## config.mk

```make
export PLATFORM = sky130hd
export DESIGN_NAME = axis_pkt_tx_flat
export DESIGN_NICKNAME = d
export VERILOG_FILES = /design/src/rtl/axis_pkg.sv /design/src/rtl/axis_if.sv /design/src/rtl/axis_skid_buf2.sv /design/src/rtl/axis_pkt_tx.sv /design/src/flat_wrapper.sv
export SDC_FILE = /design/constraint.sdc
export NUM_CORES = 1
export LEC_CHECK = 0
export CAP_MARGIN = 20
export CORE_AREA = 2 2 130 132
export DETAILED_ROUTE_END_ITERATION = 16
export DIE_AREA = 0 0 132 134
export PLACE_DENSITY = 0.77
export RECOVER_POWER = 25
export SLEW_MARGIN = 10
export SYNTH_ARGS = -nofsm -noshare
export SYNTH_HDL_FRONTEND = slang
export SYNTH_SLANG_ARGS = --single-unit
```

## constraint.sdc

```tcl
create_clock -name clk -period 4.99 [get_ports clk]
set_input_delay 1.497 -clock clk [delete_from_list [all_inputs] [get_ports clk]]
set_output_delay 1.497 -clock clk [all_outputs]
set_load 0.01 [all_outputs]
```

## src/rtl/axis_pkg.sv

```systemverilog
// Shared types and helpers for the AXI4-Stream packet transmitter.
package axis_pkg;

    typedef enum logic [1:0] {
        IDLE  = 2'd0,
        RUN   = 2'd1,
        DRAIN = 2'd2
    } tx_state_t;

    localparam int unsigned MAX_KEEP = 128;

    function automatic int unsigned beats_of(input int unsigned len, input int unsigned kw);
        return (len + kw - 1) / kw;
    endfunction

    // Keep mask for the final beat: low (len mod kw) bytes, or a full beat when the remainder is zero.
    function automatic logic [MAX_KEEP-1:0] last_keep(input int unsigned len, input int unsigned kw);
        logic [MAX_KEEP-1:0] m;
        int unsigned         rem;
        m   = '0;
        rem = len % kw;
        for (int unsigned i = 0; i < MAX_KEEP; i++) begin
            if ((i < kw) && ((rem == 0) || (i < rem))) begin
                m[i] = 1'b1;
            end
        end
        return m;
    endfunction

endpackage

```

## src/rtl/axis_if.sv

```systemverilog
// AXI4-Stream bundle: valid/data/keep/last flow master to slave, ready flows back.
interface axis_if #(
    parameter int DATA_WIDTH = 32,
    parameter int KEEP_WIDTH = DATA_WIDTH / 8
);
    logic                  valid;
    logic                  ready;
    logic [DATA_WIDTH-1:0] data;
    logic [KEEP_WIDTH-1:0] keep;
    logic                  last;

    modport master (output valid, data, keep, last, input ready);
    modport slave  (input valid, data, keep, last, output ready);
endinterface

```

## src/rtl/axis_skid_buf2.sv

```systemverilog
// Two-entry FIFO of {data, keep, last} whose head register drives the stream directly.
module axis_skid_buf2 #(
    parameter int DATA_WIDTH = 32,
    parameter int KEEP_WIDTH = DATA_WIDTH / 8
) (
    input  logic                  clk_i,
    input  logic                  rst_i,
    input  logic                  push_i,
    input  logic [DATA_WIDTH-1:0] data_i,
    input  logic [KEEP_WIDTH-1:0] keep_i,
    input  logic                  last_i,
    input  logic                  ready_i,
    output logic                  valid_o,
    output logic [DATA_WIDTH-1:0] data_o,
    output logic [KEEP_WIDTH-1:0] keep_o,
    output logic                  last_o,
    output logic [1:0]            count_o
);
    localparam int EW = DATA_WIDTH + KEEP_WIDTH + 1;

    logic [EW-1:0] head_q, tail_q;
    logic          head_v_q, tail_v_q;
    logic [EW-1:0] in_word;
    logic          pop;

    assign in_word = {data_i, keep_i, last_i};
    assign pop     = head_v_q && ready_i;

    // The tail only fills when the head is stalled; a pop always refills the head from the tail first.
    always_ff @(posedge clk_i) begin
        if (rst_i) begin
            head_q   <= '0;
            tail_q   <= '0;
            head_v_q <= 1'b0;
            tail_v_q <= 1'b0;
        end else if (!head_v_q) begin
            if (push_i) begin
                head_q   <= in_word;
                head_v_q <= 1'b1;
            end
        end else if (!tail_v_q) begin
            if (pop && push_i) begin
                head_q <= in_word;
            end else if (pop) begin
                head_v_q <= 1'b0;
            end else if (push_i) begin
                tail_q   <= in_word;
                tail_v_q <= 1'b1;
            end
        end else if (pop) begin
            head_q <= tail_q;
            if (push_i) begin
                tail_q <= in_word;
            end else begin
                tail_v_q <= 1'b0;
            end
        end
    end

    assign valid_o                  = head_v_q;
    assign {data_o, keep_o, last_o} = head_q;
    assign count_o                  = {1'b0, head_v_q} + {1'b0, tail_v_q};

endmodule

```

## src/rtl/axis_pkt_tx.sv

```systemverilog
// AXI4-Stream packet transmitter: reads a packet from RAM and streams it out with keep/last.
// Optional packet/byte counters are built when AXIS_PKT_TX_STATS_EN is defined.
module axis_pkt_tx
    import axis_pkg::*;
#(
    parameter int DATA_WIDTH = 32,
    parameter int KEEP_WIDTH = DATA_WIDTH / 8,
    parameter int ADDR_WIDTH = 10,
    parameter int LEN_WIDTH  = 16
) (
    input  logic                  clk,
    input  logic                  rst,
    input  logic                  cmd_valid,
    output logic                  cmd_ready,
    input  logic [ADDR_WIDTH-1:0] cmd_addr,
    input  logic [LEN_WIDTH-1:0]  cmd_len,
    output logic                  rd_en,
    output logic [ADDR_WIDTH-1:0] rd_addr,
    input  logic [DATA_WIDTH-1:0] rd_data,
    axis_if.master                m_axis,
    output logic                  done,
`ifdef AXIS_PKT_TX_STATS_EN
    output logic [31:0]           stat_pkts,
    output logic [31:0]           stat_bytes,
`endif
    output tx_state_t             dbg_state
);
    tx_state_t             state_q;
    logic [ADDR_WIDTH-1:0] addr_q;
    logic [LEN_WIDTH-1:0]  beats_q, issued_q;
    logic [KEEP_WIDTH-1:0] lkeep_q, meta_keep_q;
    logic                  meta_last_q;
    logic                  rd_vld_q;
    logic                  done_q;

    logic                  cmd_fire, pop, credit, issue_last;
    logic [2:0]            occ_next;
    logic [1:0]            buf_count;
    logic                  buf_valid, buf_last;
    logic [DATA_WIDTH-1:0] buf_data;
    logic [KEEP_WIDTH-1:0] buf_keep;

    assign cmd_ready  = (state_q == IDLE) && !rst;
    assign cmd_fire   = cmd_valid && cmd_ready;
    assign pop        = buf_valid && m_axis.ready;

    // A read issued now lands one cycle later; reserve a slot for it even if ready drops meanwhile.
    assign occ_next   = 3'(buf_count) + 3'(rd_vld_q) - 3'(pop);
    assign credit     = occ_next < 3'd2;
    assign rd_en      = !rst && (state_q == RUN) && (issued_q != beats_q) && credit;
    assign rd_addr    = addr_q;
    assign issue_last = (issued_q == beats_q - LEN_WIDTH'(1));

    always_ff @(posedge clk) begin
        if (rst) begin
            state_q     <= IDLE;
            addr_q      <= '0;
            beats_q     <= '0;
            issued_q    <= '0;
            lkeep_q     <= '0;
            meta_keep_q <= '0;
            meta_last_q <= 1'b0;
            rd_vld_q    <= 1'b0;
            done_q      <= 1'b0;
        end else begin
            done_q   <= 1'b0;
            rd_vld_q <= rd_en;
            if (rd_en) begin
                meta_last_q <= issue_last;
                meta_keep_q <= issue_last ? lkeep_q : '1;
                addr_q      <= addr_q + ADDR_WIDTH'(1);
                issued_q    <= issued_q + LEN_WIDTH'(1);
            end
            case (state_q)
                IDLE: begin
                    if (cmd_fire) begin
                        addr_q   <= cmd_addr;
                        beats_q  <= LEN_WIDTH'(beats_of(32'(cmd_len), KEEP_WIDTH));
                        lkeep_q  <= KEEP_WIDTH'(last_keep(32'(cmd_len), KEEP_WIDTH));
                        issued_q <= '0;
                        if (cmd_len == '0) begin
                            done_q <= 1'b1;
                        end else begin
                            state_q <= RUN;
                        end
                    end
                end
                RUN: begin
                    if (rd_en && (issued_q + LEN_WIDTH'(1) == beats_q)) begin
                        state_q <= DRAIN;
                    end
                end
                DRAIN: begin
                    if (pop && buf_last) begin
                        done_q  <= 1'b1;
                        state_q <= IDLE;
                    end
                end
                default: state_q <= IDLE;
            endcase
        end
    end

    axis_skid_buf2 #(
        .DATA_WIDTH (DATA_WIDTH),
        .KEEP_WIDTH (KEEP_WIDTH)
    ) u_buf (
        .clk_i   (clk),
        .rst_i   (rst),
        .push_i  (rd_vld_q),
        .data_i  (rd_data),
        .keep_i  (meta_keep_q),
        .last_i  (meta_last_q),
        .ready_i (m_axis.ready),
        .valid_o (buf_valid),
        .data_o  (buf_data),
        .keep_o  (buf_keep),
        .last_o  (buf_last),
        .count_o (buf_count)
    );

    assign m_axis.valid = buf_valid;
    assign m_axis.data  = buf_data;
    assign m_axis.keep  = buf_keep;
    assign m_axis.last  = buf_last;
    assign done         = done_q;
    assign dbg_state    = state_q;

`ifdef AXIS_PKT_TX_STATS_EN
    logic [LEN_WIDTH-1:0] len_q;
    logic [31:0]          pkts_q, bytes_q;

    always_ff @(posedge clk) begin
        if (rst) begin
            len_q   <= '0;
            pkts_q  <= '0;
            bytes_q <= '0;
        end else begin
            if (cmd_fire) begin
                len_q <= cmd_len;
            end
            if (done_q) begin
                pkts_q  <= pkts_q + 32'd1;
                bytes_q <= bytes_q + 32'(len_q);
            end
        end
    end

    assign stat_pkts  = pkts_q;
    assign stat_bytes = bytes_q;
`endif

endmodule

```

## src/flat_wrapper.sv

```systemverilog
// flat-port wrapper written by rule: the top's interface ports become plain ports
module axis_pkt_tx_flat import axis_pkg::*;
#(
    parameter int DATA_WIDTH = 32,
    parameter int KEEP_WIDTH = DATA_WIDTH / 8,
    parameter int ADDR_WIDTH = 10,
    parameter int LEN_WIDTH  = 16
)
  (clk, rst, cmd_valid, cmd_ready, cmd_addr, cmd_len, rd_en, rd_addr, rd_data, done, dbg_state, m_axis_valid, m_axis_data, m_axis_keep, m_axis_last, m_axis_ready);
  axis_if #(.DATA_WIDTH(DATA_WIDTH), .KEEP_WIDTH(KEEP_WIDTH)) m_axis_i ();
  input  logic clk;
  input  logic rst;
  input  logic cmd_valid;
  output logic cmd_ready;
  input  logic [ADDR_WIDTH-1:0] cmd_addr;
  input  logic [LEN_WIDTH-1:0] cmd_len;
  output logic rd_en;
  output logic [ADDR_WIDTH-1:0] rd_addr;
  input  logic [DATA_WIDTH-1:0] rd_data;
  output logic done;
  output tx_state_t dbg_state;
  output wire logic [$bits(m_axis_i.valid)-1:0] m_axis_valid;
  output wire logic [$bits(m_axis_i.data)-1:0] m_axis_data;
  output wire logic [$bits(m_axis_i.keep)-1:0] m_axis_keep;
  output wire logic [$bits(m_axis_i.last)-1:0] m_axis_last;
  input wire logic [$bits(m_axis_i.ready)-1:0] m_axis_ready;
  assign m_axis_valid = m_axis_i.valid;
  assign m_axis_data = m_axis_i.data;
  assign m_axis_keep = m_axis_i.keep;
  assign m_axis_last = m_axis_i.last;
  assign m_axis_i.ready = m_axis_ready;
  axis_pkt_tx #(.DATA_WIDTH(DATA_WIDTH), .KEEP_WIDTH(KEEP_WIDTH), .ADDR_WIDTH(ADDR_WIDTH), .LEN_WIDTH(LEN_WIDTH)) u_core (.clk(clk), .rst(rst), .cmd_valid(cmd_valid), .cmd_ready(cmd_ready), .cmd_addr(cmd_addr), .cmd_len(cmd_len), .rd_en(rd_en), .rd_addr(rd_addr), .rd_data(rd_data), .m_axis(m_axis_i), .done(done), .dbg_state(dbg_state));
endmodule
```

==> impl_metrics.json <==
{
  "numClockSinks": 131,
  "avgSynthCellArea_um2": 7.786,
  "cts_tree": "done",
  "avgRoutedWirePerCell_um": 15.51,
  "rows": 47,
  "rsz0062_at_grt": "false",
  "fin_util_pct": 55.70,
  "final-max-slew-violation-count": 152,
  "fin_worst_skew_ns": 0.006086,
  "nets": 1070,
  "critPathKind": "in -> out",
  "vias": 7015,
  "synth-seq-cells": 131,
  "grt_usage_pct": 21.56,
  "ir_worst_vdd_mv": 0.2703,
  "post-route-period-util_pct": 94.06,
  "start_kind": "input port",
  "grt_pass1_wl_mm": 31.53,
  "dp_hpwl_mm": 13.11,
  "htree_levels": 4,
  "postCtsHoldBufs": 0,
  "drt-pass1-iter-count": 5,
  "crit_start": "m_axis_ready",
  "top_level_ports": 115,
  "crit_required_ns": 3.49,
  "failed_checks": "max-capacitance violations, max-slew violations",
  "fp.dieW_um": 132,
  "power_density_mw_per_mm2": 328.7,
  "yosys_warnings": 0,
  "async_reset_ff_share_pct": 0,
  "worst-r2r-cell-count": 6,
  "synth_edf_count": 0,
  "cts_buffers": 17,
  "p_leak_nw": 3.166,
  "hold_path.class": "reg -> reg",
  "postPlaceCellArea_mm2": 0.008443,
  "clk_pin_slew_ns": 0.05,
  "dieHeight_um": 134,
  "worstReg2RegEnd": "u_core.u_buf.head_q[14]$_SDFFE_PP0P_",
  "grt_pass1_vias": 6333,
  "tns_ns": 0,
  "fin_crit_ns": 4.694,
  "clockBufferDepth": 2,
  "r2r_start": "u_core.u_buf.valid_o$_SDFF_PP0_",
  "final_cell_area_mm2": 0.009074,
  "crit_path_end": "rd_en",
  "io_buffers": 114,
  "cts_root_buffer": "clkbuf_16",
  "hold_ws_ns": 0.4527,
  "drtIter0Drc": 552,
  "drt_wl_total_mm": 19.11,
  "viasPerCell": 5.694,
  "synth_seq_area_share_pct": 36.41,
  "setup_ws_ns": 0.2962,
  "clkLatencyLatePin_ns": 0.42,
  "final_antenna_net_count": 0,
  "setup_violations": 0,
  "grt_max_degree": 79,
  "coreArea_mm2": 0.01629,
  "drive_gt1_share_pct": 7.122,
  "worst-slew-pin-transition_ns": 2.985,
  "pre_cts_ws_ns": -0.4999,
  "antenna_found_initial": 0,
  "synth_nets": 997,
  "synth_cells": 925,
  "synthFlopType": "dfxtp_1",
  "drv_cap": 2,
  "grt_overflow": 0,
  "syn_to_final_growth_pct": 25.99,
  "drc": 0,
  "cp.arrival_ns": 3.20,
  "cp_max_fo": 2,
  "r2r_setup_slack_ns": 1.09,
  "slew_headroom_pct": -98.99,
  "hold_viol": 0,
  "die_area_mm2": 0.01769,
  "initial_core_util_pct": 44.21,
  "yosysUniqueCellTypes": 65,
  "max_freq_ghz": 0.2130,
  "critPathCaptureType": "output port",
  "outcome": "complete, but fails checks",
  "syn_area_mm2": 0.007202,
  "gp_congestion": 0.9408
}
through the flow:
step	power [mW]	std cells
2_1_floorplan	1.501	925
3_3_place_gp	1.712	1197
3_5_place_dp	1.719	1197
4_1_cts	2.995	1231
5_1_grt	3.114	1231
6_report	2.983	1232
synth_stat cells (9+ instances only):
cell type / number / area, um^2
a21oi_1: 55 / 275.3
nor4_1: 20 / 125.1
clkbuf_1: 64 / 240.2
xnor2_1: 37 / 324.1
a311oi_1: 39 / 341.6
and2_1: 9 / 56.30
o21ai_0: 26 / 130.1
ha_1: 10 / 125.1
inv_1: 22 / 82.58
dfxtp_1: 131 / 2623
nand3b_1: 9 / 67.56
nand4_1: 13 / 81.33
nor2_1: 87 / 326.6
o211ai_1: 9 / 67.56
or3_1: 10 / 62.56
a211oi_1: 15 / 112.6
xor2_1: 28 / 245.2
nor3_1: 18 / 90.09
nand3_1: 55 / 275.3
nand2_1: 143 / 536.8
and3_1: 11 / 68.82
state kept, by name, indices dropped and copies added, names as in the netlist, 2 cells and up:
| signal | cells |
|---|---|
| u_core.u_buf.head_q | 37 |
| u_core.u_buf.tail_q | 37 |
| u_core.beats_q | 16 |
| u_core.issued_q | 16 |
| u_core.rd_addr | 10 |
| u_core.lkeep_q | 4 |
| u_core.meta_keep_q | 4 |
| u_core.dbg_state | 2 |
repair_timing:
action                     CTS  global route
pin swaps                    3             3
setup endpoints to repair    1             1
buffers inserted             2             0
gates resized for setup      8             2
final cells by class:
cell class | count | area [um^2]
Antenna cell | 1 | 2.502
Tap cell | 220 | 275.3
Sequential cell | 131 | 2623
Multi-Input combinational cell | 690 | 4183
Inverter | 22 | 82.58
Clock inverter | 11 | 150.1
Timing Repair Buffer | 136 | 1297
Fill cell | 1540 | 7216
Clock buffer | 21 | 460.4
metal layers:
| metal | part of all wire [%] | global-route usage [%] | vias to the layer above | wire length (um) |
|---|---|---|---|---|
| li1 | - | - | 3464 | - |
| met1 | 47 | 29.53 | 3300 | 8947 |
| met2 | 46 | 33.97 | 221 | 8770 |
| met3 | 5.5 | 4.384 | 30 | 1048 |
| met4 | 1.8 | 7.246 | 0 | 347 |
| met5 | 0 | 0 | - | 0 |
worst max-delay path: stages:
cell and delay [ns]:
dlymetal6s2s_1 0.14, and2_4 0.16, ha_1 0.27, inv_1 0.05
ha_1 0.28, a21oi_2 0.15, xor2_1 0.22, and2_4 0.18
o21ai_2 0.06, inv_2 0.09, buf_6 0.10
power by group:
group | leakage (nW) | switching (mW) | total (mW) | internal [mW]
registers | 1.07 | 0.0561 | 1.16 | 1.11
clock network | 0.294 | 0.462 | 1.28 | 0.815
logic | 1.81 | 0.285 | 0.541 | 0.257
total | 3.17 | 0.803 | 2.98 | 2.18
layout by cell type, fill, tap and decap left out, types with 4 or more instances in the layout:
cell type        instances
clkbuf_1                 4
buf_4                   19
a21oi_1                 53
xnor2_1                 37
nor3_1                  17
and2_1                   7
nand4_1                 13
xor2_1                  28
a31oi_1                  7
dlygate4sd3_1            6
and4_1                   4
dfxtp_1                131
a311oi_1                39
o2111ai_1                8
a2111oi_0                4
or3_1                   10
o31ai_1                  5
nor2_1                  87
and3_1                  11
clkbuf_16               17
or4_1                    6
nor3b_1                  8
o21ai_0                 26
inv_1                   21
o211ai_1                 9
clkdlybuf4s50_1        105
a211oi_1                15
nand2b_1                 5
nand3_1                 55
mux2i_1                  4
nor4_1                  20
nand2_1                143
nand3b_1                 9
ha_1                    10
worst min path at each step:
stage                                          from                                    to  slack [ns]  depth (start not counted)
2_1_floorplan        u_core.lkeep_q[1]$_SDFFE_PP0P_    u_core.meta_keep_q[1]$_SDFFE_PP0N_        0.43                          2
3_3_place_gp         u_core.lkeep_q[1]$_SDFFE_PP0P_    u_core.meta_keep_q[1]$_SDFFE_PP0N_        0.44                          2
3_5_place_dp    u_core.u_buf.tail_q[8]$_SDFFE_PP0P_   u_core.u_buf.tail_q[8]$_SDFFE_PP0P_        0.45                          2
4_1_cts         u_core.u_buf.tail_q[8]$_SDFFE_PP0P_   u_core.u_buf.tail_q[8]$_SDFFE_PP0P_        0.45                          2
5_1_grt         u_core.u_buf.tail_q[8]$_SDFFE_PP0P_   u_core.u_buf.tail_q[8]$_SDFFE_PP0P_        0.47                          2
6_report       u_core.u_buf.tail_q[29]$_SDFFE_PP0P_  u_core.u_buf.tail_q[29]$_SDFFE_PP0P_        0.45                          2
cell families (layout without fill, tap and decap cells):
group                      after synthesis  in the layout  synth area share [%]
and+or+nand+nor                        410            410                 27.35
AOI/OAI and AO/OA                      195            195                 18.94
DFF                                    131            131                 36.41
buffers and inverters                  104            190                 5.855
xor gates and xnor gates                67             67                 8.548
adders and majority gates               11             11                 1.876
muxes                                    7              7                 1.025
other                                    0              1                     0
(Power assumes the default switching activity.)
